**src/rtl/instr_fetch_unit.sv**
```systemverilog
// rtl/instr_fetch_unit.sv - RISC-V fetch stage: PC, credit-limited imem requests, in-order instruction FIFO
module instr_fetch_unit #(
    parameter int               width    = 32,
    parameter logic [width-1:0] RESET_PC = '0,
    parameter int               DEPTH    = 4
) (
    input  logic             clk,
    input  logic             rst_n,
    output logic             imem_req_valid,
    input  logic             imem_req_ready,
    output logic [width-1:0] imem_addr,
    input  logic             imem_rsp_valid,
    input  logic [31:0]      imem_rdata,
    input  logic             redirect,
    input  logic [width-1:0] redirect_pc,
    output logic             id_valid,
    input  logic             id_ready,
    output logic [31:0]      id_instr,
    output logic [width-1:0] id_pc,
    output logic [width-1:0] id_pc_plus4
);
    localparam int PW = $clog2(DEPTH);
    localparam int CW = PW + 1;

    logic [width-1:0] pc;
    logic [31:0]      fifo_instr [DEPTH];
    logic [width-1:0] fifo_pc    [DEPTH];
    logic [width-1:0] shadow_pc  [DEPTH];
    logic [PW-1:0]    rd_ptr, wr_ptr, sq_rd, sq_wr;
    logic [CW-1:0]    count, outstanding, drop;
    logic [31:0]      hold_instr;
    logic [width-1:0] hold_pc;

    logic [CW:0] credit_used;
    logic        req_fire, rsp_eff, rsp_drop, push, pop;

    // Credit covers both buffered and in-flight fetches, so a response always has a FIFO slot.
    assign credit_used    = {1'b0, outstanding} + {1'b0, count};
    assign imem_req_valid = !redirect && (credit_used < (CW+1)'(DEPTH));
    assign imem_addr      = pc;

    assign req_fire = imem_req_valid && imem_req_ready;
    assign rsp_eff  = imem_rsp_valid && (outstanding != '0);
    assign rsp_drop = rsp_eff && (redirect || (drop != '0));
    assign push     = rsp_eff && !rsp_drop;
    assign pop      = id_valid && id_ready;

    // When empty the outputs hold the last delivered entry rather than a stale slot.
    assign id_valid    = (count != '0);
    assign id_instr    = id_valid ? fifo_instr[rd_ptr] : hold_instr;
    assign id_pc       = id_valid ? fifo_pc[rd_ptr]    : hold_pc;
    assign id_pc_plus4 = id_pc + width'(4);

    always_ff @(posedge clk) begin
        if (!rst_n) begin
            pc          <= RESET_PC;
            count       <= '0;
            outstanding <= '0;
            drop        <= '0;
            rd_ptr      <= '0;
            wr_ptr      <= '0;
            sq_rd       <= '0;
            sq_wr       <= '0;
            hold_instr  <= '0;
            hold_pc     <= '0;
        end else begin
            outstanding <= outstanding + CW'(req_fire) - CW'(rsp_eff);
            if (pop) begin
                hold_instr <= fifo_instr[rd_ptr];
                hold_pc    <= fifo_pc[rd_ptr];
            end
            if (redirect) begin
                pc     <= redirect_pc & ~width'(3);
                count  <= '0;
                rd_ptr <= '0;
                wr_ptr <= '0;
                sq_rd  <= '0;
                sq_wr  <= '0;
                // Everything still pending after this cycle belongs to the old path.
                drop   <= outstanding - CW'(rsp_eff);
            end else begin
                if (req_fire) begin
                    pc    <= pc + width'(4);
                    sq_wr <= sq_wr + PW'(1);
                end
                if (rsp_drop) begin
                    drop <= drop - CW'(1);
                end
                if (push) begin
                    wr_ptr <= wr_ptr + PW'(1);
                    sq_rd  <= sq_rd + PW'(1);
                end
                if (pop) begin
                    rd_ptr <= rd_ptr + PW'(1);
                end
                count <= count + CW'(push) - CW'(pop);
            end
        end
    end

    always_ff @(posedge clk) begin
        if (rst_n && req_fire) begin
            shadow_pc[sq_wr] <= pc;
        end
        if (rst_n && push) begin
            fifo_instr[wr_ptr] <= imem_rdata;
            fifo_pc[wr_ptr]    <= shadow_pc[sq_rd];
        end
    end
endmodule

```
**config.mk**
```make
export PLATFORM = sky130hd
export DESIGN_NAME = instr_fetch_unit
export DESIGN_NICKNAME = d
export VERILOG_FILES = /design/src/rtl/instr_fetch_unit.sv
export SDC_FILE = /design/constraint.sdc
export NUM_CORES = 1
export LEC_CHECK = 0
export ABC_AREA = 1
export BUFFER_PORTS_ARGS = -buffer_cell sky130_fd_sc_hd__buf_4
export CORE_MARGIN = 2
export CORE_UTILIZATION = 52
export DETAILED_ROUTE_END_ITERATION = 7
export GPL_ROUTABILITY_DRIVEN = 0
export PLACE_DENSITY = 0.76
export SLEW_MARGIN = 20
export SYNTH_ARGS = -nofsm -noshare
export SYNTH_HDL_FRONTEND = slang
export SYNTH_SLANG_ARGS = --single-unit
```
**constraint.sdc**
```tcl
create_clock -name clk -period 6.3 [get_ports clk]
set_input_delay 0.945 -clock clk [delete_from_list [all_inputs] [get_ports clk]]
set_output_delay 0.945 -clock clk [all_outputs]
set_load 0.005 [all_outputs]
```
# Word level (Yosys, flattened, before mapping)
# Memory sizes are Yosys's and may differ from the RTL's. A register that Yosys moved wholly into a read port is not among the register bits.
# Index checks and enable logic that the tools add are counted.
# op_classes
addsub	13
n_lt_le_gt_ge	1
n_reduce_logical	17
bitwise	1
n_mux	16
div	0
shift	0
eq_ne	0
mul	0
# ops
operator	count
$mux 32	4
$add 32x3->32 const B	2
$mux 2	6
$reduce_bool 3->1	3
$sub 3x1->3	3
$add 2x1->2 const B	4
$logic_and 1x1->1	8
$add 3x1->3	2
$mux 3	2
$add 3x3->4	1
$lt 4x3->1 const B	1
$mux 1	4
$reduce_bool 2->1	2
$sub 3x1->3 const B	1
$logic_not 1->1	2
$reduce_or 2->1	1
$logic_or 1x1->1	1
$not 1->1	1
# totals
out_inout_bits	130
word_cells	62
romBits	0
inputBits	70
regBits	113
latchBits	0
n_memories	3
ram_bits	384
# mem_list
name	depth	width	read_ports	rd_ports_with_merged_regs	write_ports	line_no	text
fifo_instr	4	32	1	1	1	26	logic [31:0] fifo_instr [DEPTH];
fifo_pc	4	32	1	1	1	27	logic [width-1:0] fifo_pc [DEPTH];
shadow_pc	4	32	1	1	1	28	logic [width-1:0] shadow_pc [DEPTH];

# Longest topological paths before layout
# depth
ltp_word	8
ltp_mapped	18
depth_no_buf	16

# Worst setup path before layout
# OpenSTA, ideal clock, no wires.
# synth_path
path_type	input to register
startpoint	input redirect
endpoint	memory fifo_instr[0][0], enable pin
n_path_buf	1
required_ps	5818
setup_slack_ps	1424
path_stages	8
setup_ps	482
arrival_time_ps	4394
path_cell_list	buf_2 > clkinv_1 > nand2_1 > nor2_1 > inv_1 > nor2_1 > nand2_1 > nor2_1
# synth_between
elab_chain_len	7
# synth_rtl
element	line_no	text
from (decl)	14	input logic redirect,
$logic_or 1x1->1	44	assign rsp_drop = rsp_eff && (redirect || (drop != '0));
$logic_and 1x1->1	44	
$logic_not 1->1	45	assign push = rsp_eff && !rsp_drop;
$logic_and 1x1->1	45	
$logic_and 1x1->1	105	if (rst_n && push) begin
$mux 1	105	
$mux 1 (not written as such)	106	fifo_instr[wr_ptr] <= imem_rdata;
to (decl)	26	
# No other way between the ends.

==> out/results.txt <==
The largest individual stage delay along the critical path comes from the cell sky130_fd_sc_hd__clkinv_4. Counting tap cells, the placed design contains a total of 2,634 instances. Averaged over all synthesized cells, the footprint is 10.2 um^2. The logs give 0 for the initial antenna violation count and 0 for the quantity of hold-fixing buffers added after cts. The run finished with clean final reports. The static power due to leakage was 9.02 nW. Number of global-route vias before repair: 14.9k. The logs give 29,600 um for the half-perimeter wire length of the detailed placement result and 5 for the number of iterations in the first detailed-routing pass. The sequential share of power is 0.481. Derived from the worst setup path, the maximum achievable clock frequency is 0.211 GHz. Adding up every negative setup slack in the final design gives 0 ps. Across all hold checks on the routed design, the worst slack comes to 467 ps. At the placement stage, the worst setup path has a slack of 2160 ps. Iteration-0 DRC count of the detailed router: 1,177. Worst-case headroom to the max-slew limit: 0.260. The count of H-tree levels built during CTS came out at 2. Counting every instance in the synthesized netlist gives 2,019.

The first global-routing pass estimated 77,800 um of wire. For the count of maximum capacitance violations, the log shows 0. Summed over all nets, wire length on met3 after detailed routing comes to 3670 um.

Counting stages on the worst path, the most repeated cell is sky130_fd_sc_hd__nand2_1. Walking the worst path, the cells encountered are clkinv_4 > nand2_1 > nand3_1 > nand2_1 > nand2_1 > o21ai_2 > inv_1 > ha_1 > nand2_1 > nor2_4 > nand2_1 > nor2_1 > xor2_1 > buf_4. For the worst-skew pair, the clock arrives at the later sink with an insertion delay of 600 ps. STA puts the critical path data arrival time at 3800 ps.

Count of vias placed by the detailed router: 15.1k. In the final design database the tool counted 2,259 nets. The critical path in this run is classified as flip-flop to primary output. Setup skew after layout: 21.4 ps. The most instantiated flip-flop cell in the synthesis netlist is sky130_fd_sc_hd__edfxtp_1.

Setup repair after global routing left no endpoint under its margin. The tools report the remaining global-route overflow as 0. The initial standard-cell utilization of the core was 0.530. The floorplan step set the die height to 203 um. The switching share of total power works out to 0.256. The async set or reset register ratio after synthesis was 0; the number of CTS-inserted buffers was 49. The region available for standard cell placement spans 38,900 um^2. The cell-internal power came out at 5.64 mW.

The detail route stage leaves a number of antenna-violating nets equal to 0. The delay of the slowest critical-path stage works out to 710 ps. The run gives 41,300 um^2 as the overall die area.

Combinational group share of total power: 0.135. TritonCTS built the clock tree. The logs give 5350 ps for the worst path required time and 200 for the I/O pin total. The tools report the cell area after synthesis as 20,600 um^2. The clock transition at the registers of the reported paths came out at 60 ps. The clock period minus worst slack is 4750 ps, and the largest driver fanout on the critical path is 124. The count of final hold-check violations was 0.

The total of endpoints with negative setup slack in the final report is 0. The tools report the clock tree root driver cell as sky130_fd_sc_hd__clkbuf_16. Class of the tightest hold or removal check: flip-flop to flip-flop. Routed signal wires occupy layers up through met4. At the pin with the least slew margin, the transition time is 1110 ps. STA classifies the critical path startpoint as a flip-flop. The portion of total power attributed to the clock network came out at 0.384. The run gives 0 as the post-CTS setup buffer count. The final cycle utilization of the critical path is 0.753. In this run the power spent charging and discharging nets is 1.94 mW.

The count of buffers inserted at the top-level ports is 191, and the number of placement rows is 72. Number of synthesis warnings: 0. In the synthesized netlist, the cells that appear most often are 394 x sky130_fd_sc_hd__nand2_1, 368 x sky130_fd_sc_hd__edfxtp_1, 242 x sky130_fd_sc_hd__nor2_1. The detailed router put a total of 20,200 um of wire on met1. The sequential element share of the synthesized area is 0.645, and the width of the die is 203 um.

Leaving out filler cells and counting taps, the final layout contains 2,726. Post-CTS repair changed the size of 0 cells. The synthesis-to-layout area growth is 16.2%. The post-detailed-route DRC marker count is 0, and the max-slew violation count is 0. The synthesized netlist contains 44 unique library cells. STA classifies the critical path endpoint as a primary output.

The biggest area contributor in the post-synthesis netlist is sky130_fd_sc_hd__edfxtp_1. After detailed routing, the average wire length per cell comes to 18.1 um. In this run, synthesis produced a sequential element count of 481. The top-area cell type share of the netlist area came out at 0.535. For the number of sinks on the clock net, the log shows 481.

For the pin count of the biggest net entering global routing, the log shows 125. The share of post-route cells with drive strength above 1 is 0.155. The power per standard cell area is 316 nW/um^2, and the detailed-route vias per instance is 5.54. The family with the most delay on the worst path was buffers and inverters. The routed design uses 23,900 um of met2 wire. Together, buffers and inverters on the worst path number 3. Number of enable-type register cells in the synthesized netlist: 368. The count of inserted antenna diode cells is 0, and the maximum count of clock buffers along a single path is 3. IR analysis of the VDD net gives a maximum drop of 0.183 mV. The final setup slack of the worst path was 1550 ps. Wires add up to 49,400 um.

Combined global-route utilization of all metal layers: 0.240. Leading cell type by number of instances after synthesis: sky130_fd_sc_hd__nand2_1. After synthesis, the cell types taking the most area are sky130_fd_sc_hd__edfxtp_1 54%, sky130_fd_sc_hd__dfxtp_1 11%, sky130_fd_sc_hd__nand2_1 7.2%.
==> kinds of logic (layout without fill, tap and decap cells) <==
group,count (synthesis),in the layout,synth area share
AOI/OAI and AO/OA,412,412,0.106
xor gates and xnor gates,39,39,0.0165
adders and majority gates,22,22,0.0141
buffers and inverters,243,427,0.0515
DFF,481,481,0.645
other,1,6,0.000182
and+or+nand+nor,821,821,0.166
==> cell type report <==
| class | count | area (um^2) |
|---|---|---|
| well taps | 518 | 648 |
| fillers | 3021 | 14900 |
| repair buffers | 202 | 1520 |
| inverters | 133 | 504 |
| multi-input cells | 1300 | 6350 |
| clock inverters | 29 | 335 |
| flip-flops and latches | 481 | 13300 |
| clock buffers | 63 | 1310 |
==> power by group through the flow <==
stage | clock network, mW | logic [mW] | registers (mW)
after global routing | 3.10 | 1.13 | 3.66
after CTS | 2.96 | 1.02 | 3.64
after global placement | 0 | 0.991 | 3.70
final | 2.91 | 1.02 | 3.65
after detailed placement | 0 | 1.02 | 3.71
after floorplan | 0 | 0.578 | 3.68
==> state kept, by name (all words and copies together), names as in the netlist, 3 cells and up, named ones only <==
name and count:
count 3, drop 3, fifo_instr 128, fifo_pc 120, hold_instr 32, hold_pc 30
imem_addr 30, outstanding 3, shadow_pc 120
==> stage by stage <==
step,area (um^2),utilization,power [mW]
global route,24000,0.616,7.88
detailed placement,22300,0.574,4.73
CTS,24000,0.616,7.63
global placement,22300,0.574,4.69
finish,24000,0.616,7.58
floorplan,20700,-,4.26
==> per-layer routing <==
layer,track usage,vias up
met5,0,-
met2,0.399,646
met3,0.0425,114
met1,0.313,7121
li1,-,7222
met4,0.102,0
==> worst register-to-register path, cell delays in order, from the launching register on <==
cell and delay [ps]:
sky130_fd_sc_hd__dfxtp_1 410, sky130_fd_sc_hd__ha_1 260, sky130_fd_sc_hd__nor2_1 100, sky130_fd_sc_hd__nand2_1 60, sky130_fd_sc_hd__nor2_1 190, sky130_fd_sc_hd__nand2_1 360
sky130_fd_sc_hd__inv_2 500, sky130_fd_sc_hd__nand2_1 360, sky130_fd_sc_hd__nor2_4 870
==> cell usage in the layout (no fill, tap or decap), types with 3 or more instances in the layout <==
cell / netlist / layout
sky130_fd_sc_hd__nand2_1: 394 / 394
sky130_fd_sc_hd__edfxtp_1: 368 / 368
sky130_fd_sc_hd__nor2_1: 242 / 234
sky130_fd_sc_hd__o21ai_0: 219 / 219
sky130_fd_sc_hd__buf_4: 18 / 202
sky130_fd_sc_hd__inv_1: 127 / 126
sky130_fd_sc_hd__nand3_1: 114 / 114
sky130_fd_sc_hd__dfxtp_1: 113 / 110
sky130_fd_sc_hd__a21oi_1: 85 / 85
sky130_fd_sc_hd__o22ai_1: 62 / 62
sky130_fd_sc_hd__clkbuf_16: 0 / 49
sky130_fd_sc_hd__xor2_1: 30 / 30
sky130_fd_sc_hd__nand2_2: 24 / 24
sky130_fd_sc_hd__o21ai_1: 20 / 20
sky130_fd_sc_hd__ha_1: 20 / 20
sky130_fd_sc_hd__nor2_4: 4 / 12
sky130_fd_sc_hd__a31oi_1: 12 / 12
sky130_fd_sc_hd__nor2_2: 11 / 11
sky130_fd_sc_hd__clkbuf_1: 67 / 11
sky130_fd_sc_hd__nor3_1: 10 / 10
sky130_fd_sc_hd__clkinv_2: 0 / 10
sky130_fd_sc_hd__xnor2_1: 9 / 9
sky130_fd_sc_hd__clkinv_1: 1 / 7
sky130_fd_sc_hd__nor3b_1: 6 / 6
sky130_fd_sc_hd__nand4_1: 6 / 6
sky130_fd_sc_hd__conb_1: 1 / 6
sky130_fd_sc_hd__bufinv_16: 0 / 5
sky130_fd_sc_hd__inv_2: 4 / 4
sky130_fd_sc_hd__or2_2: 4 / 4
sky130_fd_sc_hd__clkinvlp_4: 0 / 4
sky130_fd_sc_hd__o211ai_1: 3 / 3
sky130_fd_sc_hd__inv_6: 0 / 3
sky130_fd_sc_hd__clkbuf_8: 0 / 3
==> final timing paths <==
| check | to | cells after the start | startpoint | slack [ps] |
|---|---|---|---|---|
| max | id_pc_plus4[18] | 14 | flip-flop | 1550 |
| min | drop[1] | 2 | drop[1] | 470 |
| max reg2reg | shadow_pc[2][3] | 8 | outstanding[2] | 2800 |
| min reg2reg | drop[1] | 2 | drop[1] | 470 |
Power figures use the tool's default switching activity.
